File: src/rtl/otter_io_pkg.sv
// Shared constants and state types for the OTTER UART peripheral.
// Register addresses, STATUS bit positions, TX/RX FSM encodings.
package otter_io_pkg;

  localparam logic [31:0] ADDR_TXDATA = 32'h1100_0040;
  localparam logic [31:0] ADDR_STATUS = 32'h1100_0044;
  localparam logic [31:0] ADDR_RXDATA = 32'h1100_0048;

  localparam int ST_TX_FULL  = 0;
  localparam int ST_TX_EMPTY = 1;
  localparam int ST_TX_BUSY  = 2;
  localparam int ST_RX_VALID = 3;
  localparam int ST_TX_OVF   = 4;
  localparam int ST_RX_OVR   = 5;

  typedef enum logic [1:0] {
    TX_IDLE,
    TX_START,
    TX_DATA,
    TX_STOP
  } tx_state_t;

  typedef enum logic [1:0] {
    RX_IDLE,
    RX_START,
    RX_DATA,
    RX_STOP
  } rx_state_t;

endpackage

File: src/rtl/otter_io_if.sv
// OTTER I/O bus bundle: address, write data, write strobe, read data.
// master = core side, slave = peripheral side.
interface otter_io_if;
  logic [31:0] iobus_addr;
  logic [31:0] iobus_out;
  logic        iobus_wr;
  logic [31:0] iobus_in;

  modport master (
    output iobus_addr, iobus_out, iobus_wr,
    input  iobus_in
  );

  modport slave (
    input  iobus_addr, iobus_out, iobus_wr,
    output iobus_in
  );
endinterface

File: src/rtl/otter_sync_fifo.sv
// Single-clock FIFO; push into full is dropped even with a pop.
// Ports: clk, rst, push/din, pop/dout, full, empty, count.
module otter_sync_fifo #(
  parameter int W     = 8,
  parameter int DEPTH = 8
) (
  input  logic                       clk,
  input  logic                       rst,
  input  logic                       push,
  input  logic [W-1:0]               din,
  input  logic                       pop,
  output logic [W-1:0]               dout,
  output logic                       full,
  output logic                       empty,
  output logic [$clog2(DEPTH):0]     count
);
  localparam int AW = $clog2(DEPTH);

  logic [W-1:0]  mem [DEPTH];
  logic [AW-1:0] wp, rp;
  logic          do_push, do_pop;

  assign full    = count == (AW+1)'(DEPTH);
  assign empty   = count == '0;
  assign do_push = push & ~full;
  assign do_pop  = pop & ~empty;
  assign dout    = mem[rp];

  always_ff @(posedge clk) begin
    if (do_push) mem[wp] <= din;
  end

  always_ff @(posedge clk) begin
    if (rst) begin
      wp    <= '0;
      rp    <= '0;
      count <= '0;
    end else begin
      if (do_push) wp <= wp + AW'(1);
      if (do_pop)  rp <= rp + AW'(1);
      unique case ({do_push, do_pop})
        2'b10:   count <= count + 1'b1;
        2'b01:   count <= count - 1'b1;
        default: ;
      endcase
    end
  end
endmodule

File: src/rtl/otter_uart_io.sv
// Memory-mapped UART: TX FIFO + serializer, optional RX (OTTER_UART_RX_EN).
// Ports: clk, rst, bus (otter_io_if.slave), tx, rx, intr.
module otter_uart_io
  import otter_io_pkg::*;
#(
  parameter int CLK_HZ     = 50_000_000,
  parameter int BAUD       = 115200,
  parameter int FIFO_DEPTH = 8
) (
  input  logic      clk,
  input  logic      rst,
  otter_io_if.slave bus,
  output logic      tx,
  input  logic      rx,
  output logic      intr
);
  localparam int CPB = CLK_HZ / BAUD;
  localparam int CW  = $clog2(CPB);
  localparam int FW  = $clog2(FIFO_DEPTH) + 1;
  localparam logic [CW-1:0] RELOAD = CW'(CPB - 1);

  logic sel_tx, sel_st, sel_rx, wr_tx, wr_st;
  assign sel_tx = bus.iobus_addr == ADDR_TXDATA;
  assign sel_st = bus.iobus_addr == ADDR_STATUS;
  assign sel_rx = bus.iobus_addr == ADDR_RXDATA;
  assign wr_tx  = bus.iobus_wr & sel_tx;
  assign wr_st  = bus.iobus_wr & sel_st;

  logic          full, empty, tx_load, tx_ovf;
  logic [7:0]    fifo_q;
  logic [FW-1:0] fifo_cnt;

  otter_sync_fifo #(.W(8), .DEPTH(FIFO_DEPTH)) u_fifo (
    .clk   (clk),
    .rst   (rst),
    .push  (wr_tx),
    .din   (bus.iobus_out[7:0]),
    .pop   (tx_load),
    .dout  (fifo_q),
    .full  (full),
    .empty (empty),
    .count (fifo_cnt)
  );

  always_ff @(posedge clk) begin
    if (rst)                              tx_ovf <= 1'b0;
    else if (wr_tx & full)                tx_ovf <= 1'b1;
    else if (wr_st & bus.iobus_out[4])    tx_ovf <= 1'b0;
  end

  tx_state_t tx_st, tx_nx;
  logic [CW-1:0] tcnt, tcnt_nx;
  logic [2:0]    tbit, tbit_nx;
  logic [7:0]    tsh, tsh_nx;

  always_ff @(posedge clk) begin
    if (rst) begin
      tx_st <= TX_IDLE;
      tcnt  <= '0;
      tbit  <= '0;
      tsh   <= '0;
    end else begin
      tx_st <= tx_nx;
      tcnt  <= tcnt_nx;
      tbit  <= tbit_nx;
      tsh   <= tsh_nx;
    end
  end

  always_comb begin
    tx_nx   = tx_st;
    tcnt_nx = tcnt - CW'(1);
    tbit_nx = tbit;
    tsh_nx  = tsh;
    tx_load = 1'b0;
    unique case (tx_st)
      TX_IDLE: if (!empty) begin
        tx_load = 1'b1;
        tsh_nx  = fifo_q;
        tcnt_nx = RELOAD;
        tx_nx   = TX_START;
      end
      TX_START: if (tcnt == '0) begin
        tcnt_nx = RELOAD;
        tbit_nx = 3'd0;
        tx_nx   = TX_DATA;
      end
      TX_DATA: if (tcnt == '0) begin
        tcnt_nx = RELOAD;
        tsh_nx  = {1'b0, tsh[7:1]};
        tbit_nx = tbit + 3'd1;
        if (tbit == 3'd7) tx_nx = TX_STOP;
      end
      TX_STOP: if (tcnt == '0) begin
        // Chain straight into the next start bit: no idle gap.
        if (!empty) begin
          tx_load = 1'b1;
          tsh_nx  = fifo_q;
          tcnt_nx = RELOAD;
          tx_nx   = TX_START;
        end else begin
          tx_nx = TX_IDLE;
        end
      end
      default: ;
    endcase
  end

  always_comb begin
    tx = 1'b1;
    unique case (tx_st)
      TX_START: tx = 1'b0;
      TX_DATA:  tx = tsh[0];
      default:  ;
    endcase
  end

  logic       rx_valid, rx_ovr;
  logic [7:0] rx_data;

`ifdef OTTER_UART_RX_EN
  logic rx_s1, rx_s2, rx_s3;
  rx_state_t rx_st, rx_nx;
  logic [CW-1:0] rcnt, rcnt_nx;
  logic [2:0]    rbit, rbit_nx;
  logic [7:0]    rsh, rsh_nx;
  logic          rx_load;

  always_ff @(posedge clk) begin
    if (rst) begin
      {rx_s1, rx_s2, rx_s3} <= 3'b111;
      rx_st    <= RX_IDLE;
      rcnt     <= '0;
      rbit     <= '0;
      rsh      <= '0;
      rx_data  <= '0;
      rx_valid <= 1'b0;
      rx_ovr   <= 1'b0;
    end else begin
      {rx_s1, rx_s2, rx_s3} <= {rx, rx_s1, rx_s2};
      rx_st <= rx_nx;
      rcnt  <= rcnt_nx;
      rbit  <= rbit_nx;
      rsh   <= rsh_nx;
      // A frame landing in the same cycle as a clear wins.
      if (rx_load) begin
        rx_data  <= rsh;
        rx_valid <= 1'b1;
      end else if (wr_st & bus.iobus_out[3]) begin
        rx_valid <= 1'b0;
      end
      if (rx_load & rx_valid)               rx_ovr <= 1'b1;
      else if (wr_st & bus.iobus_out[5])    rx_ovr <= 1'b0;
    end
  end

  always_comb begin
    rx_nx   = rx_st;
    rcnt_nx = rcnt - CW'(1);
    rbit_nx = rbit;
    rsh_nx  = rsh;
    rx_load = 1'b0;
    unique case (rx_st)
      RX_IDLE: if (rx_s3 & ~rx_s2) begin
        rcnt_nx = CW'(CPB / 2 - 1);
        rx_nx   = RX_START;
      end
      RX_START: if (rcnt == '0) begin
        rcnt_nx = RELOAD;
        rbit_nx = 3'd0;
        rx_nx   = rx_s2 ? RX_IDLE : RX_DATA;
      end
      RX_DATA: if (rcnt == '0) begin
        rcnt_nx = RELOAD;
        rsh_nx  = {rx_s2, rsh[7:1]};
        rbit_nx = rbit + 3'd1;
        if (rbit == 3'd7) rx_nx = RX_STOP;
      end
      RX_STOP: if (rcnt == '0) begin
        rx_load = rx_s2;
        rx_nx   = RX_IDLE;
      end
      default: ;
    endcase
  end
`else
  logic unused_rx;
  assign unused_rx = rx;
  assign rx_valid  = 1'b0;
  assign rx_ovr    = 1'b0;
  assign rx_data   = '0;
`endif

  assign intr = rx_valid;

  logic unused_bits;
  assign unused_bits = ^{bus.iobus_out[31:8], fifo_cnt};

  logic [31:0] status, rdata;

  always_comb begin
    status              = '0;
    status[ST_TX_FULL]  = full;
    status[ST_TX_EMPTY] = empty;
    status[ST_TX_BUSY]  = tx_st != TX_IDLE;
    status[ST_RX_VALID] = rx_valid;
    status[ST_TX_OVF]   = tx_ovf;
    status[ST_RX_OVR]   = rx_ovr;
  end

  always_comb begin
    rdata = '0;
    unique case (1'b1)
      sel_st:  rdata = status;
      sel_rx:  rdata = {24'b0, rx_data};
      default: ;
    endcase
  end

  assign bus.iobus_in = rdata;
endmodule
File: src/flat_wrapper.sv
// flat-port wrapper written by rule: the top's interface ports become plain ports
module otter_uart_io_flat import otter_io_pkg::*;
#(
  parameter int CLK_HZ     = 50_000_000,
  parameter int BAUD       = 115200,
  parameter int FIFO_DEPTH = 8
)
  (clk, rst, tx, rx, intr, bus_iobus_addr, bus_iobus_out, bus_iobus_wr, bus_iobus_in);
  otter_io_if bus_i ();
  input  logic clk;
  input  logic rst;
  output logic tx;
  input  logic rx;
  output logic intr;
  input wire logic [$bits(bus_i.iobus_addr)-1:0] bus_iobus_addr;
  input wire logic [$bits(bus_i.iobus_out)-1:0] bus_iobus_out;
  input wire logic [$bits(bus_i.iobus_wr)-1:0] bus_iobus_wr;
  output wire logic [$bits(bus_i.iobus_in)-1:0] bus_iobus_in;
  assign bus_i.iobus_addr = bus_iobus_addr;
  assign bus_i.iobus_out = bus_iobus_out;
  assign bus_i.iobus_wr = bus_iobus_wr;
  assign bus_iobus_in = bus_i.iobus_in;
  otter_uart_io #(.CLK_HZ(CLK_HZ), .BAUD(BAUD), .FIFO_DEPTH(FIFO_DEPTH)) u_core (.clk(clk), .rst(rst), .bus(bus_i), .tx(tx), .rx(rx), .intr(intr));
endmodule
File: config.mk
export PLATFORM = sky130hd
export DESIGN_NAME = otter_uart_io_flat
export DESIGN_NICKNAME = d
export VERILOG_FILES = /design/src/rtl/otter_io_pkg.sv /design/src/rtl/otter_io_if.sv /design/src/rtl/otter_sync_fifo.sv /design/src/rtl/otter_uart_io.sv /design/src/flat_wrapper.sv
export SDC_FILE = /design/constraint.sdc
export NUM_CORES = 1
export LEC_CHECK = 0
export ABC_CLOCK_PERIOD_IN_PS = 4670
export CAP_MARGIN = 20
export CORE_AREA = 2 2 106 108
export DETAILED_ROUTE_END_ITERATION = 6
export DIE_AREA = 0 0 108 110
export PLACE_DENSITY = 0.71
export SLEW_MARGIN = 20
export SYNTH_ARGS = -nofsm -noshare
export SYNTH_HDL_FRONTEND = slang
export SYNTH_SLANG_ARGS = --single-unit
File: constraint.sdc
create_clock -name clk -period 4.67 [get_ports clk]
set_input_delay 1.1675 -clock clk [delete_from_list [all_inputs] [get_ports clk]]
set_output_delay 1.1675 -clock clk [all_outputs]
set_load 0.01 [all_outputs]
# Word level (Yosys, flattened, before mapping)
# Memories as Yosys holds them, arrays and structs flattened. A register that Yosys moved wholly into a read port is not among the register bits.
# Cells that the tools add are included.
[word_totals]
n_memories = 1
reg_bits = 33
wordCells = 79
ram_bits = 64
output_inout_bits = 34
in_bits = 68
[classes]
n_bitwise = 8
n_reduce_logical = 12
add_sub_neg = 6
mux = 30
eq_ne = 14
[memory_table]
columns = ["memory", "words", "word_bits", "rd", "rd_ports_with_merged_regs", "wr", "line_no", "rtl"]
rows = [
  ["u_core.u_fifo.mem", 8, 8, 1, 1, 1, "otter_sync_fifo.sv:19", "logic [W-1:0] mem [DEPTH];"],
]
[ops]
columns = ["operator", "count"]
rows = [
  ["equality test 32 x 29 -> 1 bit, second input constant", 2],
  ["2-to-1 mux 9 bit", 3],
  ["one-hot mux 9 bit (3 select lines)", 1],
  ["2-to-1 mux 8 bit", 3],
  ["one-hot mux 8 bit (3 select lines)", 1],
  ["2-to-1 mux 3 bit", 4],
  ["2-to-1 mux 2 bit", 5],
  ["adder 3 x 1 -> 3 bit, second input constant", 3],
  ["zero test 9 bit", 1],
  ["subtractor 9 x 1 -> 9 bit, second input constant", 1],
  ["!= test 2 x 1 -> 1 bit, second input constant", 4],
  ["one-hot mux 2 bit (4 select lines)", 1],
  ["one-hot mux 4 bit (2 select lines)", 1],
  ["nonzero test 2 bit", 4],
  ["2-to-1 mux 1 bit", 7],
  ["AND 1 bit", 6],
  ["equality test 2 bit, second input constant", 3],
  ["one-hot mux 3 bit (2 select lines)", 1],
  ["AND reduction 3 bit", 2],
  ["2-to-1 mux 5 bit", 1],
  ["AND reduction 5 bit", 1],
  ["adder 4 x 1 -> 4 bit, second input constant", 1],
  ["equality test 2 x 1 -> 1 bit, second input constant", 2],
  ["equality test 4 bit, second input constant", 1],
  ["other kinds (9)", 11],
]

# Longest topological paths before layout
[depth]
depth_word = 7
mapped_depth = 12
depth_no_buf = 12

# By module
# A second synthesis with hierarchy kept.
[hier_totals]
hier_cells = 349
hier_area_um2 = 4698.3
[by_module_without_submodules]
columns = ["mod", "seq_area_each_um2", "instances", "area_per_inst_um2", "cells_per_inst"]
rows = [
  ["otter_sync_fifo", 2182.1, 1, 3126.7, 167],
  ["otter_uart_io", 460.4, 1, 1571.5, 182],
]

# Least setup slack after synthesis
# No wires, ideal clock.
[synth_timing]
path_type = "in2reg"
from = "input bus_iobus_addr[5]"
to = "register u_core.u_fifo.count[2]"
arrival_ps = 3378
cell_stages = 11
slack_ps = 1223
setup_ps = 70
path_buffers = 0
required_ps = 4600
path_cell_list = "nor4b_2 > nand4_2 > nor4b_4 > inv_1 > ha_1 > xor2_1 > ha_1 > a21oi_1 > xor2_1 > or3_1 > a21oi_1"
[synth_via]
elab_chain_len = 5
word_cells_on_any_way = 7
classes_between = "eq/ne: 3; mux: 1; bitwise: 2; reduce/logical: 1"
[synth_lines]
columns = ["element", "line_no", "rtl"]
rows = [
  ["from (decl)", "flat_wrapper.sv:15", "input wire logic [$bits(bus_i.iobus_addr)-1:0] bus_iobus_addr;"],
  ["equality test 32 x 29 -> 1 bit *", "otter_uart_io.sv:23", "assign sel_tx = bus.iobus_addr == ADDR_TXDATA;"],
  ["AND 1 bit *", "otter_uart_io.sv:26", "assign wr_tx = bus.iobus_wr & sel_tx;"],
  ["AND 1 bit *", "otter_sync_fifo.sv:25", "assign do_push = push & ~full;"],
  ["equality test 2 x 1 -> 1 bit / equality test 2 bit (equally long branches)", "otter_sync_fifo.sv:41", "unique case ({do_push, do_pop})"],
  ["one-hot mux 4 bit (2 select lines) / nonzero test 2 bit (equally long branches)", "--", ""],
  ["to (signal assigned)", "otter_sync_fifo.sv:42", "2'b10: count <= count + 1'b1;"],
  ["to (signal assigned)", "otter_sync_fifo.sv:43", "2'b01: count <= count - 1'b1;"],
  ["to (decl)", "otter_sync_fifo.sv:15", "output logic [$clog2(DEPTH):0] count"],
]
# Every way passes the cells marked *; elsewhere a longest branch is shown, timed or not.
# A chain may end at the register's enable or synchronous reset.

# Final worst setup path
[layout_timing]
from = "input bus_iobus_addr[18]"
to = "output bus_iobus_in[0]"
[layout_via]
elab_chain_len = 2
[layout_lines]
columns = ["element", "line_no", "rtl"]
rows = [
  ["equality test 32 x 29 -> 1 bit", "otter_uart_io.sv:24", "assign sel_st = bus.iobus_addr == ADDR_STATUS;"],
  ["2-to-1 mux 5 bit", "otter_uart_io.sv:213", "unique case (1'b1)"],
  ["to (decl)", "flat_wrapper.sv:18", "output wire logic [$bits(bus_i.iobus_in)-1:0] bus_iobus_in;"],
]
# No other way between the ends.

==> qor.yml <==
status:
  outcome: "completed"
synthesis:
  synth_warnings: 0
  synth_enable_flop_cells: 64
  async_reset_ff_share_pct: 0
  ys_seq_area_share_pct: 55.8
  syn_area_per_cell_sq_um: 13.4
  synth_cell_types: 57
  synth.top_cell.area_share_pct: 40.6
  synth_common_cells: "edfxtp_1, dfxtp_1, nor2_1"
  synth.most_common_cell: "edfxtp_1"
  syn_inst: 353
  ys_ff_latch: 100
  yosysTopAreaCell: "edfxtp_1"
  netlist_area_sq_um: 4740
  synthFlopType: "edfxtp_1"
  ys_top_cells_by_area: "edfxtp_1, dfxtp_1, mux4_2, buf_4, ha_1"
sta:
  fmax_ghz: 0.234
  fin_crit_sh_pct: 91.5
  final_max_slew_viol_count: 0
  setup_tns_ns: 0
  worstMarginPinSlew_ns: 0.965
  min_period_ns: 4.27
  setup_violations: 0
  finalHoldViolCount: 0
  slew_headroom_pct: 35.5
  rsz0062_at_grt: "false"
  skew_ns: 0.0136
finish:
  final_core_util_pct: 51.2
  fin_cells: 551
  num-nets-final: 489
  drive_gt1_share_pct: 15.8
  nFillCells: 922
  syn2layout_area_growth_pct: 15.6
  n_antenna_cell: 0
die:
  coreArea_sq_um: 10700
  die_w_um: 108
  initial_core_util_pct: 44.3
  row_count: 38
  ios: 102
  dieHeight_um: 110
  die_area_sq_um: 11900
cts:
  clk_pin_slew_ns: 0.11
  clk_path_buf_depth: 2
  htreeDepth: 3
  post_cts_resized: 0
  cts_hold_buf: 0
  clock-sinks: 100
  cts_tree: "done"
  insertion_delay_ns: 0.37
  cts_root_buf: "clkbuf_8"
  cts_setup_buffers: 0
  cts_buffers: 9
worst_setup_path:
  cp.arrival_ns: 3.11
  start_kind: "primary input"
  crit_type: "primary input to primary output"
  cp-startpoint: "bus_iobus_addr[18]"
  r2r_start: "u_core.tcnt[0]$_SDFF_PP0_"
  r2r_slack_ns: 1.86
  crit_path_end_kind: "primary output"
  cp_max_fo: 4
  worstRegToRegCells: 12
  rr_endpoint: "u_core.u_fifo.count[2]$_SDFFE_PP0P_"
  endpoint: "bus_iobus_in[0]"
  worstPathRequired_ns: 3.50
power_and_ir_drop:
  peakVddDrop_v: 0.000179
  switching_share_pct: 27.6
  pwr-share-clk_pct: 30.8
  power.internal_mw: 1.29
  leakage_nw: 1.87
  p_sw_mw: 0.492
  power.share.sequential_pct: 55.7
  pwr_density_cell_nw_per_um2: 326
  combPwrFrac_pct: 13.5
place:
  port_buffers: 47
  gp_congestion: 0.821
  place_hpwl_um: 5970
  place_inst: 535
detailed_routing:
  drt_first_iter_violations: 172
  wl_um: 8430
  antenna_left: 0
  drtPass1Iterations: 4
  vias_per_cell: 5.17
  avgRoutedWirePerCell_um: 15.3
  drc: 0
  vias: 2850
global_route:
  grt_pass1_vias: 2783
  grt-ovfl-total: 0
  grt_pass1_wl_um: 13800
  grt_antenna_before_repair: 0
  grt_max_degree: 22
  grt_use_total_pct: 15.5
hold_path:
  min_path_type: "register to register"
job:
  cap_violations: 0
-- per-stage QoR --
step / setup slack (ns) / hold slack, ns / power, mW / instance area [sq um]
after floorplan: 1.22 / 0.432 / 1.19 / 4840
after global placement: 0.448 / 0.444 / 1.24 / 5270
after detailed placement: 0.382 / 0.457 / 1.25 / 5270
after CTS: 0.382 / 0.472 / 1.80 / 5480
after global routing: 0.236 / 0.496 / 1.87 / 5480
final: 0.397 / 0.461 / 1.79 / 5480
-- power groups by stage --
stage | clock network, mW | registers [mW] | logic, mW
after floorplan | 0 | 1.01 | 0.183
after global placement | 0 | 1.01 | 0.230
after detailed placement | 0 | 1.02 | 0.238
after CTS | 0.567 | 0.996 | 0.239
after global routing | 0.604 | 1.00 | 0.265
final | 0.550 | 0.995 | 0.240
-- state kept, by name, summed over array words and instances, names as in the netlist, named ones only --
signal               count
u_core.tx_st             2
u_core.tcnt              9
u_core.u_fifo.mem       64
u_core.tbit              3
u_core.u_fifo.wp         3
u_core.u_fifo.count      4
u_core.tx_ovf            1
u_core.tsh               8
u_core.u_fifo.rp         3
-- routing by layer --
metal | share of wire, % | vias up | global-route usage [%]
met4 | 1.3 | 0 | 5.22
met5 | 0 | - | 0
met3 | 3.9 | 9 | 3.64
met2 | 53 | 84 | 28.1
li1 | - | 1368 | -
met1 | 42 | 1389 | 18.0
-- placed cells by master, fill, tap and decap left out, types with 3 or more instances in the layout --
cell | synthesis | routed
dfxtp_1 | 36 | 35
nor2_1 | 31 | 31
a21oi_1 | 16 | 16
clkinv_8 | 0 | 3
edfxtp_1 | 64 | 64
nand2_1 | 16 | 16
a22o_1 | 7 | 7
clkbuf_8 | 0 | 9
conb_1 | 1 | 29
clkdlybuf4s50_1 | 0 | 47
xor2_1 | 5 | 5
xnor2_1 | 7 | 7
mux2i_1 | 11 | 11
nand4_1 | 3 | 3
nor3_1 | 7 | 7
nor4_4 | 4 | 4
buf_4 | 30 | 8
o21a_1 | 3 | 3
o21ai_0 | 12 | 12
nor4_1 | 3 | 3
mux4_2 | 16 | 16
inv_1 | 9 | 9
ha_1 | 15 | 15
-- area by class of cell --
type	instances	area, sq um	area share, %
inverters	9	33.8	0.617
well taps	140	175	3.20
flip-flops and latches	100	2640	48.3
clock buffers	9	124	2.26
repair buffers	55	531	9.69
multi-input cells	231	1880	34.4
clock inverters	7	86.3	1.58
-- cell families (layout without fill, tap and decap cells) --
family,after synthesis,in the layout,synth area share (%)
AOI/OAI and AO/OA,52,52,7.34
xor gates and xnor gates,12,12,2.22
adders and majority gates,15,15,3.96
buffers and inverters,50,80,6.66
DFF,100,100,55.8
muxes,29,29,10.4
other,1,29,0.0792
and+or+nand+nor,94,94,13.5
-- critical path, stage by stage --
cell and delay [ns]:
clkdlybuf4s50_1 0.42, nor4_1 0.32, nand4_1 0.25, nor2_1 0.14, nand2_1 0.14, nor2_1 0.13
clkdlybuf4s50_1 0.54
-- how the worst min path moves through the flow --
stage	start	endpoint	cells past startpoint
after floorplan	u_core.tcnt[0]$_SDFF_PP0_	u_core.tcnt[0]$_SDFF_PP0_	1
final	u_core.tbit[2]$_SDFFE_PP0P_	u_core.tbit[2]$_SDFFE_PP0P_	2
after global placement	u_core.tbit[2]$_SDFFE_PP0P_	u_core.tbit[2]$_SDFFE_PP0P_	2
after detailed placement	u_core.tbit[2]$_SDFFE_PP0P_	u_core.tbit[2]$_SDFFE_PP0P_	2
after global routing	u_core.tbit[2]$_SDFFE_PP0P_	u_core.tbit[2]$_SDFFE_PP0P_	2
after CTS	u_core.tbit[2]$_SDFFE_PP0P_	u_core.tbit[2]$_SDFFE_PP0P_	2
Power figures use the tool's default switching activity.
